===== src/rtl/arm_core_pkg.sv =====
// Shared types and helpers for the arm_core Thumb front end:
// condition codes, fetch FSM states, the suppressed-instruction NOP and flag indices.
package arm_core_pkg;

  typedef enum logic [3:0] {
    COND_EQ = 4'd0,  COND_NE = 4'd1,  COND_CS = 4'd2,  COND_CC = 4'd3,
    COND_MI = 4'd4,  COND_PL = 4'd5,  COND_VS = 4'd6,  COND_VC = 4'd7,
    COND_HI = 4'd8,  COND_LS = 4'd9,  COND_GE = 4'd10, COND_LT = 4'd11,
    COND_GT = 4'd12, COND_LE = 4'd13, COND_AL = 4'd14, COND_NV = 4'd15
  } cond_e;

  typedef enum logic {
    FETCH_FIRST  = 1'b0,
    FETCH_SECOND = 1'b1
  } fetch_state_e;

  localparam logic [31:0] NOP_INST = 32'hBF00_0000;

  // Bit positions inside the 5-bit apsr {N,Z,C,V,Q}
  localparam int APSR_N = 4;
  localparam int APSR_Z = 3;
  localparam int APSR_C = 2;
  localparam int APSR_V = 1;
  localparam int APSR_Q = 0;

  function automatic logic is_32b_prefix(input logic [15:0] hw);
    return (hw[15:11] == 5'b11101) || (hw[15:11] == 5'b11110) ||
           (hw[15:11] == 5'b11111);
  endfunction

  // nzcv is {N,Z,C,V}; Q never takes part in condition evaluation
  function automatic logic cond_pass(input logic [3:0] cond, input logic [3:0] nzcv);
    logic n, z, c, v, gt;
    n  = nzcv[3];
    z  = nzcv[2];
    c  = nzcv[1];
    v  = nzcv[0];
    gt = !z && (n == v);
    case (cond_e'(cond))
      COND_EQ: return z;
      COND_NE: return !z;
      COND_CS: return c;
      COND_CC: return !c;
      COND_MI: return n;
      COND_PL: return !n;
      COND_VS: return v;
      COND_VC: return !v;
      COND_HI: return c && !z;
      COND_LS: return !(c && !z);
      COND_GE: return n == v;
      COND_LT: return n != v;
      COND_GT: return gt;
      COND_LE: return !gt;
      default: return 1'b1;
    endcase
  endfunction

endpackage


===== src/rtl/arm_core_if.sv =====
// Fetch unit: takes one halfword per cycle and assembles 16/32-bit Thumb instructions.
module arm_core_if
  import arm_core_pkg::*;
(
  input  logic         clk,
  input  logic         rst,
  input  logic [15:0]  inst_hw,
  output logic         inst_valid,
  output logic [31:0]  valid_inst,
  output fetch_state_e state
);

  fetch_state_e state_nx;
  logic [15:0]  first_q, first_nx;
  logic         valid_nx;
  logic [31:0]  inst_nx;

  always_ff @(posedge clk) begin
    if (rst) begin
      state      <= FETCH_FIRST;
      first_q    <= 16'h0;
      inst_valid <= 1'b0;
      valid_inst <= 32'h0;
    end else begin
      state      <= state_nx;
      first_q    <= first_nx;
      inst_valid <= valid_nx;
      valid_inst <= inst_nx;
    end
  end

  always_comb begin
    state_nx = state;
    first_nx = first_q;
    valid_nx = 1'b1;
    inst_nx  = {inst_hw, 16'h0};
    case (state)
      FETCH_FIRST: begin
        if (is_32b_prefix(inst_hw)) begin
          state_nx = FETCH_SECOND;
          first_nx = inst_hw;
          valid_nx = 1'b0;
          inst_nx  = 32'h0;
        end
      end
      FETCH_SECOND: begin
        state_nx = FETCH_FIRST;
        inst_nx  = {first_q, inst_hw};
      end
      default: state_nx = FETCH_FIRST;
    endcase
  end

endmodule


===== src/rtl/arm_core_pre_dec.sv =====
// IT-aware pre-decoder: tracks ITSTATE, suppresses failing conditional instructions
// to NOP and extracts register addresses / immediate for the operand read.
module arm_core_pre_dec
  import arm_core_pkg::*;
(
  input  logic        clk,
  input  logic        rst,
  input  logic        inst_valid,
  input  logic [31:0] valid_inst,
  input  logic [3:0]  nzcv,
  output logic [31:0] inst_out,
  output logic        hint_or_exc,
  output logic [3:0]  cur_cond,
  output logic [7:0]  it_state,
  output logic        in_it_blk,
  output logic [3:0]  rn_addr,
  output logic [3:0]  rm_addr,
  output logic [3:0]  rd_addr,
  output logic [31:0] imm,
  output logic        imm_or_reg,
  output logic        shift_or_not,
  output logic        thumb_or_not
);

  logic [7:0] it_nx;
  logic       is_it;
  logic       pass;
  logic [4:0] op5;

  assign is_it     = inst_valid && (valid_inst[31:24] == 8'hBF) && (valid_inst[19:16] != 4'h0);
  assign in_it_blk = it_state[3:0] != 4'h0;
  assign cur_cond  = in_it_blk ? it_state[7:4] : COND_AL;
  assign pass      = cond_pass(cur_cond, nzcv);

  always_ff @(posedge clk) begin
    if (rst) it_state <= 8'h0;
    else     it_state <= it_nx;
  end

  always_comb begin
    it_nx       = it_state;
    inst_out    = 32'h0;
    hint_or_exc = 1'b0;
    if (is_it) begin
      it_nx       = valid_inst[23:16];
      inst_out    = NOP_INST;
      hint_or_exc = 1'b1;
    end else if (inst_valid) begin
      hint_or_exc = in_it_blk && !pass;
      inst_out    = hint_or_exc ? NOP_INST : valid_inst;
      // The last slot of a block is reached when the mask has shifted down to bit 3
      if (in_it_blk) begin
        if (it_state[2:0] == 3'b000) it_nx = 8'h0;
        else                         it_nx = {it_state[7:5], it_state[3:0], 1'b0};
      end
    end
  end

  assign op5          = inst_out[31:27];
  assign thumb_or_not = inst_out[15:0] == 16'h0;

  always_comb begin
    rn_addr      = 4'h0;
    rm_addr      = 4'h0;
    rd_addr      = 4'h0;
    imm          = 32'h0;
    imm_or_reg   = 1'b0;
    shift_or_not = 1'b0;
    if (thumb_or_not) begin
      if (op5 == 5'b00011) begin
        rd_addr    = {1'b0, inst_out[18:16]};
        rn_addr    = {1'b0, inst_out[21:19]};
        rm_addr    = {1'b0, inst_out[24:22]};
        imm_or_reg = inst_out[26];
        imm        = {29'h0, inst_out[24:22]};
      end else if (op5[4:2] == 3'b000) begin
        rd_addr      = {1'b0, inst_out[18:16]};
        rm_addr      = {1'b0, inst_out[21:19]};
        shift_or_not = 1'b1;
      end else if (op5[4:2] == 3'b001) begin
        rd_addr    = {1'b0, inst_out[26:24]};
        rn_addr    = {1'b0, inst_out[26:24]};
        imm_or_reg = 1'b1;
        imm        = {24'h0, inst_out[23:16]};
      end else if (inst_out[31:26] == 6'b010000) begin
        rd_addr = {1'b0, inst_out[18:16]};
        rn_addr = {1'b0, inst_out[18:16]};
        rm_addr = {1'b0, inst_out[21:19]};
      end
    end
  end

endmodule


===== src/rtl/arm_core_reg_file.sv =====
// 16x32 register file: three combinational read ports, one synchronous write port.
module arm_core_reg_file (
  input  logic        clk,
  input  logic        rst,
  input  logic        we,
  input  logic [3:0]  waddr,
  input  logic [31:0] wdata,
  input  logic [3:0]  raddr0,
  input  logic [3:0]  raddr1,
  input  logic [3:0]  raddr2,
  output logic [31:0] rdata0,
  output logic [31:0] rdata1,
  output logic [31:0] rdata2
);

  logic [31:0] regs [16];

  // r15 is the PC and is owned elsewhere, so writes to it are dropped
  always_ff @(posedge clk) begin
    if (rst) begin
      for (int i = 0; i < 16; i++) regs[i] <= 32'h0;
    end else if (we && (waddr != 4'hF)) begin
      regs[waddr] <= wdata;
    end
  end

  assign rdata0 = regs[raddr0];
  assign rdata1 = regs[raddr1];
  assign rdata2 = regs[raddr2];

endmodule


===== src/rtl/arm_core_xpsr_reg.sv =====
// APSR flag register {N,Z,C,V,Q} with independent per-flag write enables.
module arm_core_xpsr_reg (
  input  logic       clk,
  input  logic       rst,
  input  logic [4:0] apsr_we,
  input  logic [4:0] apsr_wdata,
  output logic [4:0] apsr
);

  always_ff @(posedge clk) begin
    if (rst) apsr <= 5'h0;
    else     apsr <= (apsr & ~apsr_we) | (apsr_wdata & apsr_we);
  end

endmodule


===== src/rtl/arm_core.sv =====
// Thumb/Thumb-2 front end: fetch, IT-aware pre-decode, APSR and operand read.
module arm_core
  import arm_core_pkg::*;
(
  input  logic [15:0]  inst_hw,
  input  logic         rst,
  input  logic         clk,
  input  logic [4:0]   apsr_we,
  input  logic [4:0]   apsr_wdata,
  input  logic         rf_we,
  input  logic [3:0]   rf_waddr,
  input  logic [31:0]  rf_wdata,
  output logic         inst_valid,
  output logic [31:0]  valid_inst,
  output logic [31:0]  inst_out,
  output logic         hint_or_exc,
  output logic [3:0]   cur_cond,
  output logic [7:0]   it_state,
  output logic         in_it_blk,
  output logic [4:0]   apsr,
  output logic [3:0]   rn_addr,
  output logic [3:0]   rm_addr,
  output logic [3:0]   rd_addr,
  output logic [31:0]  rn_data,
  output logic [31:0]  rm_data,
  output logic [31:0]  rd_data,
  output logic         imm_or_reg,
  output logic         shift_or_not,
  output logic         thumb_or_not,
  output logic [31:0]  oprand1,
  output logic [31:0]  oprand2,
  output fetch_state_e fetch_state
);

  logic [31:0] imm;

  arm_core_if u_if (
    .clk        (clk),
    .rst        (rst),
    .inst_hw    (inst_hw),
    .inst_valid (inst_valid),
    .valid_inst (valid_inst),
    .state      (fetch_state)
  );

  arm_core_pre_dec u_pre_dec (
    .clk          (clk),
    .rst          (rst),
    .inst_valid   (inst_valid),
    .valid_inst   (valid_inst),
    .nzcv         (apsr[APSR_N:APSR_V]),
    .inst_out     (inst_out),
    .hint_or_exc  (hint_or_exc),
    .cur_cond     (cur_cond),
    .it_state     (it_state),
    .in_it_blk    (in_it_blk),
    .rn_addr      (rn_addr),
    .rm_addr      (rm_addr),
    .rd_addr      (rd_addr),
    .imm          (imm),
    .imm_or_reg   (imm_or_reg),
    .shift_or_not (shift_or_not),
    .thumb_or_not (thumb_or_not)
  );

  arm_core_xpsr_reg u_xpsr (
    .clk        (clk),
    .rst        (rst),
    .apsr_we    (apsr_we),
    .apsr_wdata (apsr_wdata),
    .apsr       (apsr)
  );

  arm_core_reg_file u_rf (
    .clk    (clk),
    .rst    (rst),
    .we     (rf_we),
    .waddr  (rf_waddr),
    .wdata  (rf_wdata),
    .raddr0 (rn_addr),
    .raddr1 (rm_addr),
    .raddr2 (rd_addr),
    .rdata0 (rn_data),
    .rdata1 (rm_data),
    .rdata2 (rd_data)
  );

  assign oprand1 = rn_data;
  assign oprand2 = imm_or_reg ? imm : rm_data;

endmodule


===== config.mk =====
export PLATFORM = sky130hd
export DESIGN_NAME = arm_core
export DESIGN_NICKNAME = d
export VERILOG_FILES = /design/src/rtl/arm_core_pkg.sv /design/src/rtl/arm_core_if.sv /design/src/rtl/arm_core_pre_dec.sv /design/src/rtl/arm_core_reg_file.sv /design/src/rtl/arm_core_xpsr_reg.sv /design/src/rtl/arm_core.sv
export SDC_FILE = /design/constraint.sdc
export NUM_CORES = 1
export LEC_CHECK = 0
export CORE_MARGIN = 8
export CORE_UTILIZATION = 59
export CTS_CLUSTER_DIAMETER = 50
export DETAILED_ROUTE_END_ITERATION = 8
export GPL_TIMING_DRIVEN = 0
export PLACE_DENSITY = 0.87
export SETUP_SLACK_MARGIN = 0.5
export SYNTH_ARGS = -nofsm -noshare
export SYNTH_HDL_FRONTEND = slang
export SYNTH_SLANG_ARGS = --single-unit

===== constraint.sdc =====
create_clock -name clk -period 8.91 [get_ports clk]
set_clock_uncertainty 0.15 [all_clocks]
set_input_delay 1.3365 -clock clk [delete_from_list [all_inputs] [get_ports clk]]
set_output_delay 1.3365 -clock clk [all_outputs]
set_load 0.005 [all_outputs]

==> flow_metrics.py <==
metrics = {
    "logic_synthesis": {
        "yosysUniqueCellTypes": 73,
        "synth_commonest_cells": "444 x mux2i_1, 303 x and2_1, 256 x edfxtp_1, 149 x nand2_1, 86 x nor2_1",
        "synthArstFlopShare": 0,
        "synth_warnings": 0,
        "synth_edf_count": 256,
        "synth_area_um2": 20500,
        "yosysTopAreaCellShare": 0.374,
        "syn_inst": 1897,
        "synthFlopType": "edfxtp_1",
        "synth_top_area_cell": "edfxtp_1",
        "yosys-top-cells-area": "edfxtp_1 37%, mux2i_1 22%, and2_1 9.2%, dfxtp_1 6.1%, mux2_2 3.6%",
        "yosysMostFrequentCell": "mux2i_1",
        "avgSynthCellArea_um2": 10.8,
        "ys_seq_area_frac": 0.436,
        "ys_ff_latch": 319,
    },
    "pwr": {
        "power_density_nw_per_um2": 164,
        "p_sw_frac": 0.272,
        "p_switching_mw": 1.14,
        "p_clk_frac": 0.384,
        "seqPwrFrac": 0.425,
        "vdd_drop_max_v": 0.000162,
        "p_leak_nw": 11.2,
        "pwr-share-comb": 0.191,
        "intPower_mw": 3.05,
    },
    "setup_path": {
        "reg2reg_depth": 6,
        "cpMostUsedCell": "mux2i_1",
        "crit_type": "flip-flop to output port",
        "crit_path_top_delay_cell": "buf_1",
        "r2r_setup_slack_ns": 6.38,
        "slowest_delay_ns": 0.73,
        "cp_cell_sequence": "buf_4 -> mux2i_1 -> mux2i_1 -> nand4_1 -> o21ai_0 -> buf_2 -> buf_1 -> nand2_1 -> a32o_1 -> nor3_2 -> clkdlybuf4s50_1",
        "critPathTopFamily": "buffers and inverters",
        "timing.rr.start": "u_if.valid_inst[24]",
        "cp.arrival_ns": 4.92,
        "endpoint_kind": "output port",
        "crit_path_start_kind": "flip-flop",
        "path_max_fanout": 10,
        "crit_required_ns": 7.42,
        "worstPathBufferInverterCount": 4,
        "r2r_end": "u_pre_dec.it_state[7]",
    },
    "route": {
        "routed-via-count": 18100,
        "firstDrtPassIters": 5,
        "wl_per_cell_um": 28.3,
        "drt_iter0_drc": 2309,
        "drt_wl_total_um": 77600,
        "vias_per_cell": 6.61,
        "ant_nets": 0,
        "drcViolationCount": 0,
    },
    "clocking": {
        "cts_root_buffer": "clkbuf_16",
        "cts_max_level": 2,
        "clk_pin_slew_ns": 0.06,
        "post-cts-setup-buffers": 0,
        "numCtsBuffers": 39,
        "cts_resized": 0,
        "hold_buffers": 0,
        "cts_sinks": 319,
        "clock_path_buffers": 3,
        "clk_latency_ns": 0.52,
        "cts_tree": "built",
    },
    "min_path": {
        "hold-path-endpoint": "u_if.first_q[5]",
        "hp-class": "flip-flop to flip-flop",
        "whs_path_depth": 2,
        "hp-start": "u_if.first_q[5]",
    },
    "die": {
        "start_util": 0.596,
        "io_pins": 325,
        "num_rows": 68,
        "die_h_um": 203,
        "core_area_um2": 34500,
        "die_w_um": 203,
        "dieArea_um2": 41000,
    },
    "finish": {
        "syn_to_final_growth_pct": 24.7,
        "num-fill-cells": 2405,
        "num-nets-final": 2325,
        "layout-drive-gt1-share": 0.123,
        "multi_input_area_um2": 10600,
        "seqCellArea_um2": 8950,
    },
    "placed_design": {
        "gp_congestion": 0.997,
        "dp_worst_setup_slack_ns": 3.26,
        "place.port_buffers": 320,
        "dpl.hpwl_um": 53000,
    },
    "timing": {
        "tns_ns": 0,
        "slew_headroom": 0.0463,
        "setup_viol": 0,
        "rsz0062_at_grt": "no",
        "fmax_ghz": 0.156,
        "fin_crit_ns": 6.40,
        "fin_hold_ws_ns": 0.306,
        "setup_ws_ns": 2.51,
        "finalCritPeriodShare": 0.719,
        "tightest_slew_ns": 1.42,
        "final_hold_viol_count": 0,
        "final_max_slew_viol_count": 0,
    },
    "flow_run": {
        "cap_violations": 0,
    },
    "grt": {
        "grt_pass1_wl_um": 113000,
        "grt_use_total": 0.360,
        "overflow": 0,
        "grt_max_degree": 33,
        "grt_pass1_vias": 18400,
        "antenna_found_initial": 3,
    },
    "status": {
        "status": "finished, final reports clean",
    },
}
==> layout by cell type, fill, tap and decap left out, drive strengths merged, types with 6 or more instances in the layout <==
cell	instances
inv	23
nor3b	10
o21ai	26
buf	111
dfxtp	63
or4	9
clkbuf	112
nand2b	6
a211oi	13
a31oi	7
a21oi	22
nand2	149
nand3	12
mux2	66
nor2	86
a22o	15
or2	9
clkdlybuf4s50	320
and3	6
a22oi	9
edfxtp	256
o2111ai	9
a32o	48
o211ai	14
nor4	9
or3	6
clkinv	10
nor3	36
and2	303
a211o	9
mux2i	444
==> sequential cells by signal, indices dropped and copies added (netlist names), named ones only <==
register and count:
u_rf.regs 256, u_if.first_q 16, u_pre_dec.it_state 8, u_if.valid_inst 32, u_if.state 1, u_if.inst_valid 1
==> metal layers <==
layer / routed length, um / share of wire / vias to the layer above / track usage
met3: 9130 / 0.12 / 296 / 0.0802
met5: 28 / 0.00036 / - / 0
met2: 36100 / 0.46 / 1424 / 0.590
li1: - / - / 7682 / -
met1: 28600 / 0.37 / 8722 / 0.446
met4: 3750 / 0.048 / 4 / 0.177
==> worst min-delay path, cell delays in order, from the launching register on <==
cell	delay (ns)
dfxtp_1	0.31
nand2_1	0.05
a21oi_1	0.05
==> final cells by class <==
class / instances / area share
multi-input combinational: 1386 / 0.413
sequential: 319 / 0.349
timing repair buffer: 320 / 0.125
clock buffer: 48 / 0.0410
buffer: 175 / 0.0376
tap: 455 / 0.0222
clock inverter: 21 / 0.00909
inverter: 19 / 0.00278
antenna: 1 / 0.0000977
==> cells by family after synthesis <==
family	share of synthesized area
AOI/OAI and AO/OA	0.0834
xor gates and xnor gates	0.00128
buffers and inverters	0.0503
DFF	0.436
muxes	0.253
other	0.000183
and+or+nand+nor	0.177
==> worst max path at each step <==
stage,startpoint,end,slack (ns),cells past startpoint
finish,u_pre_dec.it_state[6],oprand2[30],2.51,11
global route,u_pre_dec.it_state[6],oprand2[31],2.40,11
CTS,u_pre_dec.it_state[6],oprand2[30],2.67,11
detailed placement,u_pre_dec.it_state[6],oprand2[31],3.26,11
global placement,u_pre_dec.it_state[6],oprand2[31],3.25,11
floorplan,u_pre_dec.it_state[6],rn_data[10],4.76,10
==> power by group through the flow <==
stage | clock [mW] | sequential (mW) | combinational (mW)
final | 1.61 | 1.78 | 0.800
after global routing | 1.65 | 1.78 | 0.841
after CTS | 1.59 | 1.77 | 0.791
after detailed placement | 0 | 1.80 | 0.783
after global placement | 0 | 1.80 | 0.767
after floorplan | 0 | 1.77 | 0.391
==> stage by stage <==
stage	cells	power (mW)	util	area, um^2
finish	2744	4.19	0.743	25600
global route	2743	4.28	0.743	25600
CTS	2743	4.16	0.743	25600
detailed placement	2674	2.59	0.706	24300
global placement	2674	2.57	0.706	24300
floorplan	1899	2.16	-	20500
No activity file was read; power rests on OpenSTA's default activity.
